### src/rtl/wb_pkg.sv
// Shared definitions for the writeback/commit stage.
// Contents: exception cause codes and their priority rank, interrupt cause
// mapping, result-select encodings and the commit FSM state type.
package wb_pkg;

  // Interrupt cause codes for the first two lines; later lines map to 16+i-2.
  localparam int unsigned IrqCode0    = 7;
  localparam int unsigned IrqCode1    = 11;
  localparam int unsigned IrqCodeBase = 16;

  // Rank value meaning "this exception bit does not participate".
  localparam logic [3:0] ExcRankNone = 4'd15;

  typedef enum logic [1:0] {
    ResAlu = 2'd0,
    ResMem = 2'd1,
    ResNpc = 2'd2,
    ResCsr = 2'd3
  } res_sel_e;

  typedef enum logic {
    StRun   = 1'b0,
    StFlush = 1'b1
  } wb_state_e;

  // Priority rank of an exception cause (0 = highest). Order:
  // 3, 1, 2, 0, 11, 8, 9, 6, 4, 7, 5, 15, 13. All other causes are ignored.
  function automatic logic [3:0] exc_rank(input int unsigned cause);
    case (cause)
      3:       return 4'd0;
      1:       return 4'd1;
      2:       return 4'd2;
      0:       return 4'd3;
      11:      return 4'd4;
      8:       return 4'd5;
      9:       return 4'd6;
      6:       return 4'd7;
      4:       return 4'd8;
      7:       return 4'd9;
      5:       return 4'd10;
      15:      return 4'd11;
      13:      return 4'd12;
      default: return ExcRankNone;
    endcase
  endfunction

  // Cause code reported for interrupt line idx.
  function automatic logic [4:0] irq_code(input int unsigned idx);
    if (idx == 0) return 5'(IrqCode0);
    if (idx == 1) return 5'(IrqCode1);
    return 5'(IrqCodeBase + idx - 2);
  endfunction

endpackage

### src/rtl/wb_trap_arb.sv
// Combinational trap arbiter: picks the highest-priority synchronous exception,
// otherwise the highest-index enabled interrupt.
// Ports:
//   exc        16-bit exception flags, bit index = cause code
//   irq        level interrupt requests
//   mie_global global interrupt enable
//   mie_mask   per-line interrupt enables
//   take       a trap must be taken
//   is_int     the chosen trap is an interrupt
//   code       cause code of the chosen trap
module wb_trap_arb
  import wb_pkg::*;
#(
  parameter int unsigned NUM_IRQ = 2
) (
  input  logic [15:0]        exc,
  input  logic [NUM_IRQ-1:0] irq,
  input  logic               mie_global,
  input  logic [NUM_IRQ-1:0] mie_mask,
  output logic               take,
  output logic               is_int,
  output logic [4:0]         code
);

  logic [NUM_IRQ-1:0] pending;
  logic [3:0]         best_rank;
  logic [4:0]         exc_code;
  logic               exc_hit;
  logic               irq_hit;
  logic [4:0]         irq_sel_code;

  always_comb begin
    best_rank = ExcRankNone;
    exc_code  = '0;
    for (int b = 0; b < 16; b++) begin
      if (exc[b] && (exc_rank(b) < best_rank)) begin
        best_rank = exc_rank(b);
        exc_code  = 5'(b);
      end
    end
    exc_hit = (best_rank != ExcRankNone);
  end

  always_comb begin
    pending      = irq & mie_mask & {NUM_IRQ{mie_global}};
    irq_hit      = 1'b0;
    irq_sel_code = '0;
    // Ascending scan with overwrite: the highest pending index wins.
    for (int i = 0; i < NUM_IRQ; i++) begin
      if (pending[i]) begin
        irq_hit      = 1'b1;
        irq_sel_code = irq_code(i);
      end
    end
  end

  always_comb begin
    take   = exc_hit | irq_hit;
    is_int = ~exc_hit & irq_hit;
    code   = exc_hit ? exc_code : irq_sel_code;
  end

endmodule

### src/rtl/wb_trap_commit.sv
// Writeback/commit stage: registers the register-file write, takes traps
// (sync exceptions and interrupts) and MRET, drives PC redirects and holds a
// flush window of FLUSH_CYCLES cycles after every redirect. Counts retirements.
// Ports:
//   clk, reset                     clock, async active-low reset
//   wb_v, wb_pc, wb_npc            valid instruction, its PC and PC+4
//   wb_alu/mem_result, wb_csr_rdata, wb_res_sel   result candidates and select
//   wb_drid, wb_rd_we              destination register and write enable
//   wb_exc, wb_tval, wb_mret       exception flags, trap value, MRET marker
//   irq, mie_global, mie_mask      interrupt requests and enables
//   mtvec, mepc_in                 CSR values for trap entry and MRET
//   wb_st_reg, wb_drid_out, wb_rf_data          registered RF write
//   trap_st, trap_epc/tval/cause   trap CSR update pulse and values
//   mret_st                        MRET status-restore pulse
//   wb_pc_mux_out, wb_br_jmp_target redirect pulse and target
//   flush                          kill IF..MEM
//   retire, retire_cnt             commit pulse and retired-instruction count
module wb_trap_commit
  import wb_pkg::*;
#(
  parameter int unsigned XLEN         = 64,
  parameter int unsigned NUM_IRQ      = 2,
  parameter int unsigned FLUSH_CYCLES = 2
) (
  input  logic               clk,
  input  logic               reset,
  input  logic               wb_v,
  input  logic [XLEN-1:0]    wb_pc,
  input  logic [XLEN-1:0]    wb_npc,
  input  logic [XLEN-1:0]    wb_alu_result,
  input  logic [XLEN-1:0]    wb_mem_result,
  input  logic [XLEN-1:0]    wb_csr_rdata,
  input  logic [1:0]         wb_res_sel,
  input  logic [4:0]         wb_drid,
  input  logic               wb_rd_we,
  input  logic [15:0]        wb_exc,
  input  logic [XLEN-1:0]    wb_tval,
  input  logic               wb_mret,
  input  logic [NUM_IRQ-1:0] irq,
  input  logic               mie_global,
  input  logic [NUM_IRQ-1:0] mie_mask,
  input  logic [XLEN-1:0]    mtvec,
  input  logic [XLEN-1:0]    mepc_in,
  output logic               wb_st_reg,
  output logic [4:0]         wb_drid_out,
  output logic [XLEN-1:0]    wb_rf_data,
  output logic               trap_st,
  output logic [XLEN-1:0]    trap_epc,
  output logic [XLEN-1:0]    trap_tval,
  output logic [XLEN-1:0]    trap_cause,
  output logic               mret_st,
  output logic               wb_pc_mux_out,
  output logic [XLEN-1:0]    wb_br_jmp_target,
  output logic               flush,
  output logic               retire,
  output logic [XLEN-1:0]    retire_cnt
);

  // Flush counter holds the number of flush cycles still to go after the first.
  localparam int unsigned CntW = (FLUSH_CYCLES > 1) ? $clog2(FLUSH_CYCLES) : 1;

  wb_state_e       state_q;
  logic [CntW-1:0] flush_cnt_q;

  logic            arb_take;
  logic            arb_is_int;
  logic [4:0]      arb_code;
  logic [XLEN-1:0] rf_sel;
  logic [XLEN-1:0] trap_base;
  logic [XLEN-1:0] trap_target;
  logic [XLEN-1:0] cause_val;

  wb_trap_arb #(
    .NUM_IRQ (NUM_IRQ)
  ) u_arb (
    .exc        (wb_exc),
    .irq        (irq),
    .mie_global (mie_global),
    .mie_mask   (mie_mask),
    .take       (arb_take),
    .is_int     (arb_is_int),
    .code       (arb_code)
  );

  always_comb begin
    rf_sel = wb_alu_result;
    unique case (res_sel_e'(wb_res_sel))
      ResAlu: rf_sel = wb_alu_result;
      ResMem: rf_sel = wb_mem_result;
      ResNpc: rf_sel = wb_npc;
      ResCsr: rf_sel = wb_csr_rdata;
    endcase
  end

  always_comb begin
    trap_base = {mtvec[XLEN-1:2], 2'b00};
    // Vectored mode only applies to interrupts; exceptions always go to the base.
    if (arb_is_int && (mtvec[1:0] == 2'b01)) begin
      trap_target = trap_base + (XLEN'(arb_code) << 2);
    end else begin
      trap_target = trap_base;
    end
    cause_val = {arb_is_int, {(XLEN-6){1'b0}}, arb_code};
  end

  always_ff @(posedge clk or negedge reset) begin
    if (!reset) begin
      state_q          <= StRun;
      flush_cnt_q      <= '0;
      wb_st_reg        <= 1'b0;
      wb_drid_out      <= '0;
      wb_rf_data       <= '0;
      trap_st          <= 1'b0;
      trap_epc         <= '0;
      trap_tval        <= '0;
      trap_cause       <= '0;
      mret_st          <= 1'b0;
      wb_pc_mux_out    <= 1'b0;
      wb_br_jmp_target <= '0;
      flush            <= 1'b0;
      retire           <= 1'b0;
      retire_cnt       <= '0;
    end else begin
      // Pulse outputs default low every cycle.
      wb_st_reg     <= 1'b0;
      trap_st       <= 1'b0;
      mret_st       <= 1'b0;
      wb_pc_mux_out <= 1'b0;
      retire        <= 1'b0;
      unique case (state_q)
        StRun: begin
          if (wb_v) begin
            if (arb_take) begin
              trap_st          <= 1'b1;
              trap_epc         <= wb_pc;
              trap_tval        <= arb_is_int ? '0 : wb_tval;
              trap_cause       <= cause_val;
              wb_br_jmp_target <= trap_target;
              wb_pc_mux_out    <= 1'b1;
              flush            <= 1'b1;
              flush_cnt_q      <= CntW'(FLUSH_CYCLES - 1);
              state_q          <= StFlush;
            end else if (wb_mret) begin
              mret_st          <= 1'b1;
              retire           <= 1'b1;
              retire_cnt       <= retire_cnt + 1'b1;
              wb_br_jmp_target <= mepc_in;
              wb_pc_mux_out    <= 1'b1;
              flush            <= 1'b1;
              flush_cnt_q      <= CntW'(FLUSH_CYCLES - 1);
              state_q          <= StFlush;
            end else begin
              wb_st_reg   <= wb_rd_we && (wb_drid != 5'd0);
              wb_drid_out <= wb_drid;
              wb_rf_data  <= rf_sel;
              retire      <= 1'b1;
              retire_cnt  <= retire_cnt + 1'b1;
            end
          end
        end
        StFlush: begin
          if (flush_cnt_q == '0) begin
            flush   <= 1'b0;
            state_q <= StRun;
          end else begin
            flush_cnt_q <= flush_cnt_q - 1'b1;
          end
        end
        default: state_q <= StRun;
      endcase
    end
  end

endmodule

### config.mk
export PLATFORM = sky130hd
export DESIGN_NAME = wb_trap_commit
export DESIGN_NICKNAME = d
export VERILOG_FILES = /design/src/rtl/wb_pkg.sv /design/src/rtl/wb_trap_arb.sv /design/src/rtl/wb_trap_commit.sv
export SDC_FILE = /design/constraint.sdc
export NUM_CORES = 1
export LEC_CHECK = 0
export CAP_MARGIN = 10
export CORE_AREA = 4 4 360 362
export CTS_CLUSTER_SIZE = 12
export DETAILED_ROUTE_END_ITERATION = 7
export DIE_AREA = 0 0 364 366
export GPL_ROUTABILITY_DRIVEN = 0
export PLACE_DENSITY = 0.33
export SYNTH_ARGS = -nofsm -noshare
export SYNTH_HDL_FRONTEND = slang
export SYNTH_SLANG_ARGS = --single-unit
### constraint.sdc
create_clock -name clk -period 3.71 [get_ports clk]
set_clock_uncertainty 0.1 [all_clocks]
set_input_delay 0.371 -clock clk [delete_from_list [all_inputs] [get_ports clk]]
set_output_delay 0.371 -clock clk [all_outputs]
set_load 0.1 [all_outputs]
## Word level (Yosys, flattened, before mapping)

Cells that the tools add are included.

| cells by class | value |
|---|---|
| bitwise gates (word level) | 8 |
| multipliers | 0 |
| mux-type cells | 71 |
| shift operators | 0 |
| div/mod/pow operators | 0 |
| add/subtract/negate cells | 3 |
| order comparisons | 15 |
| reduce and logical (&&, ||, !) cells | 26 |
| equal/unequal tests | 8 |

Operators with widths:

| kind | count |
|---|---|
| $mux W64 | 4 |
| $pmux W64 S4 | 1 |
| $mux W4 | 25 |
| $add A64 B1 Y64 const B | 1 |
| $add A64 B7 Y64 | 1 |
| $lt A4 B4 Y1 const A | 8 |
| $mux W1 | 28 |
| $logic_and A1 B1 Y1 | 17 |
| $lt A3 B4 Y1 const A | 4 |
| $mux W3 | 5 |
| $mux W5 | 3 |
| $reduce_and A3 Y1 | 4 |
| $lt A1 B4 Y1 const A | 2 |
| $pmux W1 S2 | 3 |
| $reduce_bool A5 Y1 | 1 |
| $and A2 B2 Y2 | 2 |
| $eq A2 B1 Y1 const B | 2 |
| $eq A2 B2 Y1 const B | 2 |
| $lt A2 B4 Y1 const A | 1 |
| $mux W2 | 2 |
| $ne A2 B2 Y1 const B | 2 |
| $ne A4 B4 Y1 const B | 1 |
| $not A1 Y1 | 4 |
| $reduce_and A4 Y1 | 1 |
| other kinds (7) | 7 |

| storage, ports and cells | value |
|---|---|
| logic and storage cells | 146 |
| memories kept | 0 |
| output and inout bits | 395 |
| bits in latches | 0 |
| bits in writable memories | 0 |
| register bits | 339 |
| bits in read-only memories | 0 |

## Depth between registers and ports, before layout

Gate-level depths: netlist of the first run.

| logic depth | value |
|---|---|
| depth after elaboration | 52 |
| mapped depth | 18 |
| mapped depth without buffers | 17 |

## Modules after synthesis

From an unflattened synthesis of the first run, not the netlist that was laid out.

| second synthesis, totals | value |
|---|---|
| cell total of the unflattened synthesis | 1,566 |
| area total of the unflattened synthesis | 17,578.1 um^2 |

By module, submodules not included:

| module | sequential area each (um^2) | area an instance (um^2) | instances | cells an instance |
|---|---|---|---|---|
| wb_trap_commit | 8,483.1 | 17,289.1 | 1 | 1,517 |
| wb_trap_arb | 0.0 | 289.0 | 1 | 49 |

## Worst setup path before layout of the first run

OpenSTA, ideal clock, no wires.

| path | value |
|---|---|
| path kind | input to register |
| from | input port wb_exc[4] |
| to | register wb_br_jmp_target[34] |
| cell stages on the path | 15 |
| buffers on the path | 1 |
| arrival time | 3.507 ns |
| slack | -0.024 ns |
| path through | or4_4 nor3_4 a21oi_1 nor2_1 a2111oi_0 or2_2 fa_1 nor2b_1 o21ai_0 a2111oi_2 buf_6 nand2_4 nor4b_2 xnor2_1 o21ai_2 |

| between the ends | value |
|---|---|
| longest elaborated chain between the ends | 41 |

Ends and longest elaborated chain:

| element | RTL line | RTL |
|---|---|---|
| from (decl) | wb_trap_commit.sv:36 | `input logic [15:0] wb_exc,` |
| $logic_and A1 B1 Y1 * | wb_trap_arb.sv:36 | `if (exc[b] && (exc_rank(b) < best_rank)) begin` |
| parallel branches: the longest is 40 deep, another holds $lt A4 B4 Y1 | -- |  |
| to (signal assigned) | wb_trap_commit.sv:138 | `wb_br_jmp_target <= trap_target;` |
| to (signal assigned) | wb_trap_commit.sv:147 | `wb_br_jmp_target <= mepc_in;` |
| to (decl) | wb_trap_commit.sv:53 | `output logic [XLEN-1:0] wb_br_jmp_target,` |

Every way passes the cells marked *.
A chain may end at the register's enable or synchronous reset.

## Worst setup path after layout of the first run

| path | value |
|---|---|
| from | input port wb_exc[0] |
| to | register wb_br_jmp_target[60] |

RTL lines:

| element | RTL line | RTL |
|---|---|---|
| $mux W4 * | wb_trap_arb.sv:36 |  |
| $lt A1 B4 Y1 | wb_trap_arb.sv:36 |  |
| $logic_and A1 B1 Y1 | wb_trap_arb.sv:36 |  |
| $mux W4 | wb_trap_arb.sv:36 |  |
| $lt A2 B4 Y1 | wb_trap_arb.sv:36 |  |
| $logic_and A1 B1 Y1 | wb_trap_arb.sv:36 |  |
| $mux W4 | wb_trap_arb.sv:36 |  |
| $lt A1 B4 Y1 | wb_trap_arb.sv:36 |  |
| [... 36 more ...] | -- |  |
| $logic_and A1 B1 Y1 | wb_trap_arb.sv:36 |  |
| $mux W4 | wb_trap_arb.sv:36 |  |
| $ne A4 B4 Y1 | wb_trap_arb.sv:41 | `exc_hit = (best_rank != ExcRankNone);` |
| $mux W5 * | wb_trap_arb.sv:60 | `code = exc_hit ? exc_code : irq_sel_code;` |
| named net arb_code[0] | wb_trap_commit.sv:67 | `logic [4:0] arb_code;` |
| $add A64 B7 Y64 * | wb_trap_commit.sv:99 | `trap_target = trap_base + (XLEN'(arb_code) << 2);` |
| $mux W64 * | wb_trap_commit.sv:98 | `if (arb_is_int && (mtvec[1:0] == 2'b01)) begin` |
| $mux W64 * | wb_trap_commit.sv:133 | `if (arb_take) begin` |

The timed path passes the listed nets; every way through them passes the cells marked *.

==> summary.txt, run 1 <==
Outcome
  • Status: complete, no violations

Timing
  • FMAX: 284 MHz
  • Final hold slack: 0.191 ns
  • Final critical-path setup slack: 0.186 ns
  • Relative slew slack: 17.5%
  • Setup violations, final: 0
  • Final slew viol count: 0
  • Fin crit period: 3.52 ns
  • Worst Tran Pin Value: 1.23 ns
  • Final Hold Vio Count: 0
  • RSZ-0062 raised after global routing: false
  • Final period utilization: 95.0%

Synth
  • Dominant cell by count in the synthesized netlist: dfrtp_1
  • Yosys warnings: 0
  • Sequential share of the synthesized area: 49.9%
  • Adder-Cell Fraction of Synth Area: 0.487%
  • Async SR Flop Fraction: 100%
  • Gate Count Post-Synth: 1496
  • Main flop type after synthesis: dfrtp_1
  • Syn_area_per_cell: 11.3 um2
  • Post-synthesis xor/xnor area fraction: 6.20%
  • Synth unique cells: 67
  • Synth Cell Area: 16900 um2
  • Cell taking the most area after synthesis: dfrtp_1
  • Simple-gate share of the synthesized area: 15.4%
  • Yosys reg bits: 338
  • Synth Area in Compound Gates: 9.04%
  • Number of flops mapped to enable cells by yosys: 0
  • Mux cell area share after synthesis: 13.5%
  • Commonest cells post-synth: dfrtp_1 (338), nand2_1 (270), xnor2_1 (80), a22o_1 (67), mux2_2 (66)
  • Combinational family with the most area after synthesis: simple AND/OR/NAND/NOR gates
  • Leading post-synthesis cells by cell area: dfrtp_1 (50%), mux4_2 (8.5%), nand2_1 (6.0%)
  • Post-synth top area share: 49.9%

Setup path
  • Crit start category: primary input
  • Worst path cell trace: clkdlybuf4s50_1 > buf_12 > or4_4 > nor3_4 > nor3_2 > nor2_1 > ha_2 > inv_1 > fa_2 > nor2b_2 > o21ai_2 > a2111oi_4 > buf_4 > buf_6 > nand4b_4 > nor3_4 > xnor2_1 > o21ai_1
  • Crit path capture type: register
  • Depth of the most critical reg-to-reg path: 8
  • CP Buf/Inv Count: 5
  • WP depth: 18
  • WP data arrival: 3.91 ns
  • Setup CP Type: primary input to register
  • CP max stage delay: 0.47 ns
  • Slowest stage cell, crit path: or4_4
  • Worst EP required: 4.10 ns
  • Crit-path max FO: 6
  • Most frequent CP cell: nor3_4
  • CP delay by family, top: simple AND/OR/NAND/NOR gates

Finish
  • Fillers: 13600
  • Register cell area after layout: 8460 um2
  • Share of layout cells above drive strength 1: 15.9%
  • Fin nets: 3003
  • Multi-input gate area: 7930 um2
  • Area grow syn2layout: 77.6%

Routing
  • Initial DRC Count: 876
  • Drt via density: 3.84
  • Final ANT Viol Nets: 0
  • 1st-pass router iterations: 5
  • Final WL: 106000 um
  • Via count: 16000
  • Drt drc: 0
  • Wire per inst: 25.3 um

Place
  • IO buf count: 877
  • Pre-CTS setup slack: -0.846 ns
  • Post-DP HPWL: 86900 um

Pwr
  • Power Total: 23500 uW
  • Cell internal pwr: 10700 uW
  • Pwr/cell area: 782 nW/um2
  • NetSw: 12800 uW
  • Clock Power Share: 20.3%
  • Max rail drop VDD: 682 uV
  • Static Leak: 0.0124 uW
  • Sequential share of power: 23.0%
  • Sw frac: 54.6%
  • Comb power frac: 56.7%

GRT
  • Vias in the first global route: 17200
  • Pin count of the biggest net entering global routing: 90
  • First-pass GRT wire length: 143000 um
  • Initial antenna violation count: 60
  • GR Overflow Total: 0
  • GRT Util Overall: 15.3%

CTS
  • Worst skew pair latency: 0.60 ns
  • # H-tree levels: 2
  • CTS root buf: clkbuf_16
  • Worst-path clk slew: 0.06 ns
  • CTS tree: yes
  • CTS Sinks: 338
  • Total CTS buffers: 48
  • Clock Tree Buf Depth: 3

Die
  • Die area: 133000 um2
  • Core area: 127000 um2
  • Die W: 364 um
  • Rows: 131
  • Die height: 366 um
  • Starting Density: 13.4%
  • IO Count: 940

Hold path
  • Cell count of the worst hold path: 3
  • Worst Hold Class: primary input to register

Run
  • Max capacitance violation total: 0
[power groups by stage]
stage / clock network, uW / registers [uW] / logic [uW]
after floorplan: 0 / 12800 / 1840
after global routing: 5100 / 5550 / 13800
after global placement: 0 / 5480 / 13500
after detailed placement: 0 / 5450 / 13500
after CTS: 4990 / 5430 / 13500
final: 4770 / 5420 / 13400
[per-stage QoR]
step                setup TNS [ns]  std cells  area [um2]  utilization [%]
global placement            -32.51       4059       28300             22.3
CTS                              0       4142       29900             23.6
floorplan                        0       1554       17200                -
global route                     0       4153       30100             23.7
detailed placement          -34.92       4059       28300             22.3
finish                           0       4168       30100             23.7
[logic make-up after synthesis]
| family | count (synthesis) |
|---|---|
| simple gates | 521 |
| flops | 338 |
| compound gates | 217 |
| buf+inv | 154 |
| mux | 139 |
| xor+xnor | 120 |
| fa+ha+maj | 6 |
| other cells | 1 |
[final cells by class]
type	count	area share [%]
diodes	23	0.191
clock buffers	65	4.57
clock inverters	16	0.665
inverters	14	0.175
multi-input cells	1062	26.4
flip-flops and latches	338	28.1
well taps	1662	6.91
repair buffers	988	33.0
[cell usage in the layout (no fill, tap or decap), types with 15 or more instances in the layout]
cell / instances
nand2_1: 269
nor2_1: 49
a22oi_1: 49
buf_12: 27
mux2_2: 66
buf_4: 96
and3_1: 22
clkbuf_16: 49
o21ai_0: 48
a22o_1: 67
diode_2: 23
mux4_2: 64
o21ai_1: 16
nand3_1: 49
xor2_1: 40
xnor2_1: 80
nor3_1: 15
nand4_1: 39
conb_1: 59
clkdlybuf4s50_1: 854
dfrtp_1: 338
[path summary, 6_finish.rpt]
kind,to,slack [ns],startpoint
hold / removal,trap_epc[2],0.19,wb_pc[2]
setup reg to reg,retire_cnt[57],1.07,retire_cnt[19]
max in group asynchronous,trap_tval[56],2.21,reset
hold reg to reg,retire_cnt[63],0.37,retire_cnt[63]
min in group asynchronous,wb_rf_data[27],0.23,reset
setup / recovery,wb_br_jmp_target[60],0.19,wb_exc[0]
[per-layer routing]
metal / track usage, % / routed length, um / up-vias
li1: - / - / 7167
met1: 18.7 / 43500 / 8055
met2: 25.0 / 49900 / 606
met3: 6.49 / 10100 / 132
met4: 3.26 / 1790 / 40
met5: 0 / 255 / -
[tightest hold or removal path: stages]
cell and delay, ns:
clkdlybuf4s50_1 0.40, nand2_1 0.06, nand2_1 0.04
[repair_timing]
item	CTS	global route
gates resized for setup	8	29
endpoints found under the hold margin	55	0
buffers inserted	1	3
setup endpoints to repair	22	43
hold buffers	1	0
pin swaps	6	12
(Power assumes the default switching activity.)
==> run 2, diff against run 1 <==
--- a/config.mk
+++ b/config.mk
@@ -12,6 +12,7 @@
 export DIE_AREA = 0 0 364 366
 export GPL_ROUTABILITY_DRIVEN = 0
 export PLACE_DENSITY = 0.33
+export SKIP_CTS_REPAIR_TIMING = 1
 export SYNTH_ARGS = -nofsm -noshare
 export SYNTH_HDL_FRONTEND = slang
 export SYNTH_SLANG_ARGS = --single-unit
==> run 2 against run 1 <==
Core utilization is essentially flat. Clock power is essentially flat. Design area is essentially flat. Fmax shrank 0.76%. Sequential cell count is the same. Critical path depth is the same. Sequential share of layout area is essentially flat. Clock-buffer cell count is the same. Non-clock buffer count grew 1.
==> summary.txt, run 2 (synthesized netlist as in run 1, its figures left out) <==
CTS
  • Worst skew pair latency: 0.60 ns
  • Worst-path clk slew: 0.06 ns
  • CTS Sinks: 338
  • Clock Tree Buf Depth: 3
  • Total CTS buffers: 48
  • # H-tree levels: 2
  • CTS tree: yes
  • CTS root buf: clkbuf_16

GRT
  • Initial antenna violation count: 60
  • Pin count of the biggest net entering global routing: 90
  • Vias in the first global route: 17200
  • First-pass GRT wire length: 143000 um
  • GR Overflow Total: 0
  • GRT Util Overall: 15.3%

Die
  • Core area: 127000 um2
  • Rows: 131
  • IO Count: 940
  • Starting Density: 13.4%
  • Die area: 133000 um2
  • Die height: 366 um
  • Die W: 364 um

Finish
  • Fillers: 13600
  • Share of layout cells above drive strength 1: 15.9%
  • Design Area, Final: 30100 um2
  • Fin nets: 3004
  • Area grow syn2layout: 77.5%
  • Highest-count cells in the layout ignoring fill and taps: clkdlybuf4s50_1 (854), dfrtp_1 (338), nand2_1 (269)
  • Commonest non-fill, non-tap cell in the layout: clkdlybuf4s50_1
  • Register cell area after layout: 8460 um2
  • Multi-input gate area: 7890 um2

Timing
  • RSZ-0062 raised after global routing: false
  • Fin crit period: 3.55 ns
  • Final Hold Vio Count: 0
  • Worst Tran Pin Value: 1.23 ns
  • Final period utilization: 95.7%
  • Final slew viol count: 0
  • FMAX: 282 MHz
  • Setup violations, final: 0
  • Setup TNS: 0 ns
  • Relative slew slack: 17.6%
  • Final hold slack: 0.192 ns

Run
  • Max capacitance violation total: 0

Setup path
  • Crit-path max FO: 6
  • Depth of the most critical reg-to-reg path: 8
  • Worst EP required: 4.14 ns
  • R2r startpoint: retire_cnt[19]
  • WP data arrival: 3.98 ns
  • Crit path capture type: register
  • Setup CP Type: primary input to register
  • R2r endpoint: retire_cnt[59]
  • Crit start category: primary input
  • R2R Setup Slk: 1.05 ns

Routing
  • 1st-pass router iterations: 5
  • Drt via density: 3.84
  • Final WL: 105000 um
  • Initial DRC Count: 868
  • Drt drc: 0
  • Final ANT Viol Nets: 0
  • Wire per inst: 25.3 um
  • Via count: 16000

Pwr
  • Max rail drop VDD: 682 uV
  • Static Leak: 0.0123 uW
  • Power Total: 23500 uW
  • Pwr/cell area: 783 nW/um2

Hold path
  • Cell count of the worst hold path: 3
  • Endpoint, Worst Hold: trap_epc[2]
  • Min-delay src: wb_pc[2]
  • Worst Hold Class: primary input to register

Place
  • DP Area: 28300 um2
  • Post-DP HPWL: 86900 um
  • IO buf count: 877

Outcome
  • Status: complete, no violations
run 2: power by group:
group | internal [uW] | switching [uW]
registers | 4730 | 690
logic | 3110 | 10200
clock network | 2860 | 1910
run 2: area by class of cell:
| cell class | instances | share of cell area [%] |
|---|---|---|
| sequential | 338 | 28.1 |
| tap | 1662 | 6.92 |
| inverter | 14 | 0.175 |
| multi-input combinational | 1062 | 26.3 |
| antenna | 24 | 0.200 |
| clock buffer | 65 | 4.58 |
| clock inverter | 16 | 0.666 |
| timing repair buffer | 989 | 33.1 |
run 2: layer usage:
layer | vias to the layer above | GRT usage, % | wire length, um
li1 | 7178 | - | -
met1 | 8076 | 18.7 | 43500
met2 | 607 | 24.9 | 49900
met3 | 128 | 6.47 | 10100
met4 | 40 | 3.26 | 1780
met5 | - | 0 | 265
run 2: how the worst max path moves through the flow:
stage,startpoint,end,slack [ns],depth (start not counted)
detailed placement,wb_exc[4],wb_br_jmp_target[56],-0.85,16
global route,wb_exc[8],wb_br_jmp_target[50],0.03,20
floorplan,wb_exc[4],wb_br_jmp_target[34],0.03,15
finish,wb_exc[0],wb_br_jmp_target[50],0.16,18
CTS,wb_exc[1],wb_br_jmp_target[56],-0.20,20
global placement,wb_exc[1],wb_br_jmp_target[60],-0.84,20
run 2: metrics by stage:
step                      instances  util [%]  setup slack (ns)
after detailed placement       4059      22.3            -0.846
after CTS                      4140      23.6            -0.201
final                          4170      23.7             0.158
after floorplan                1554         -            0.0313
after global routing           4154      23.7            0.0345
after global placement         4059      22.3            -0.843
run 2: worst max-delay path, cell delays in order:
cell             delay, ns
clkdlybuf4s50_1       0.45
buf_12                0.16
or4_4                 0.46
nor3_4                0.18
nor3_2                0.07
nor2_1                0.12
ha_2                  0.19
inv_1                 0.06
fa_2                  0.37
nor2b_2               0.13
o21ai_2               0.08
a2111oi_4             0.33
buf_4                 0.20
buf_6                 0.13
nand4b_4              0.19
buf_6                 0.19
xor2_1                0.13
o22ai_1               0.14
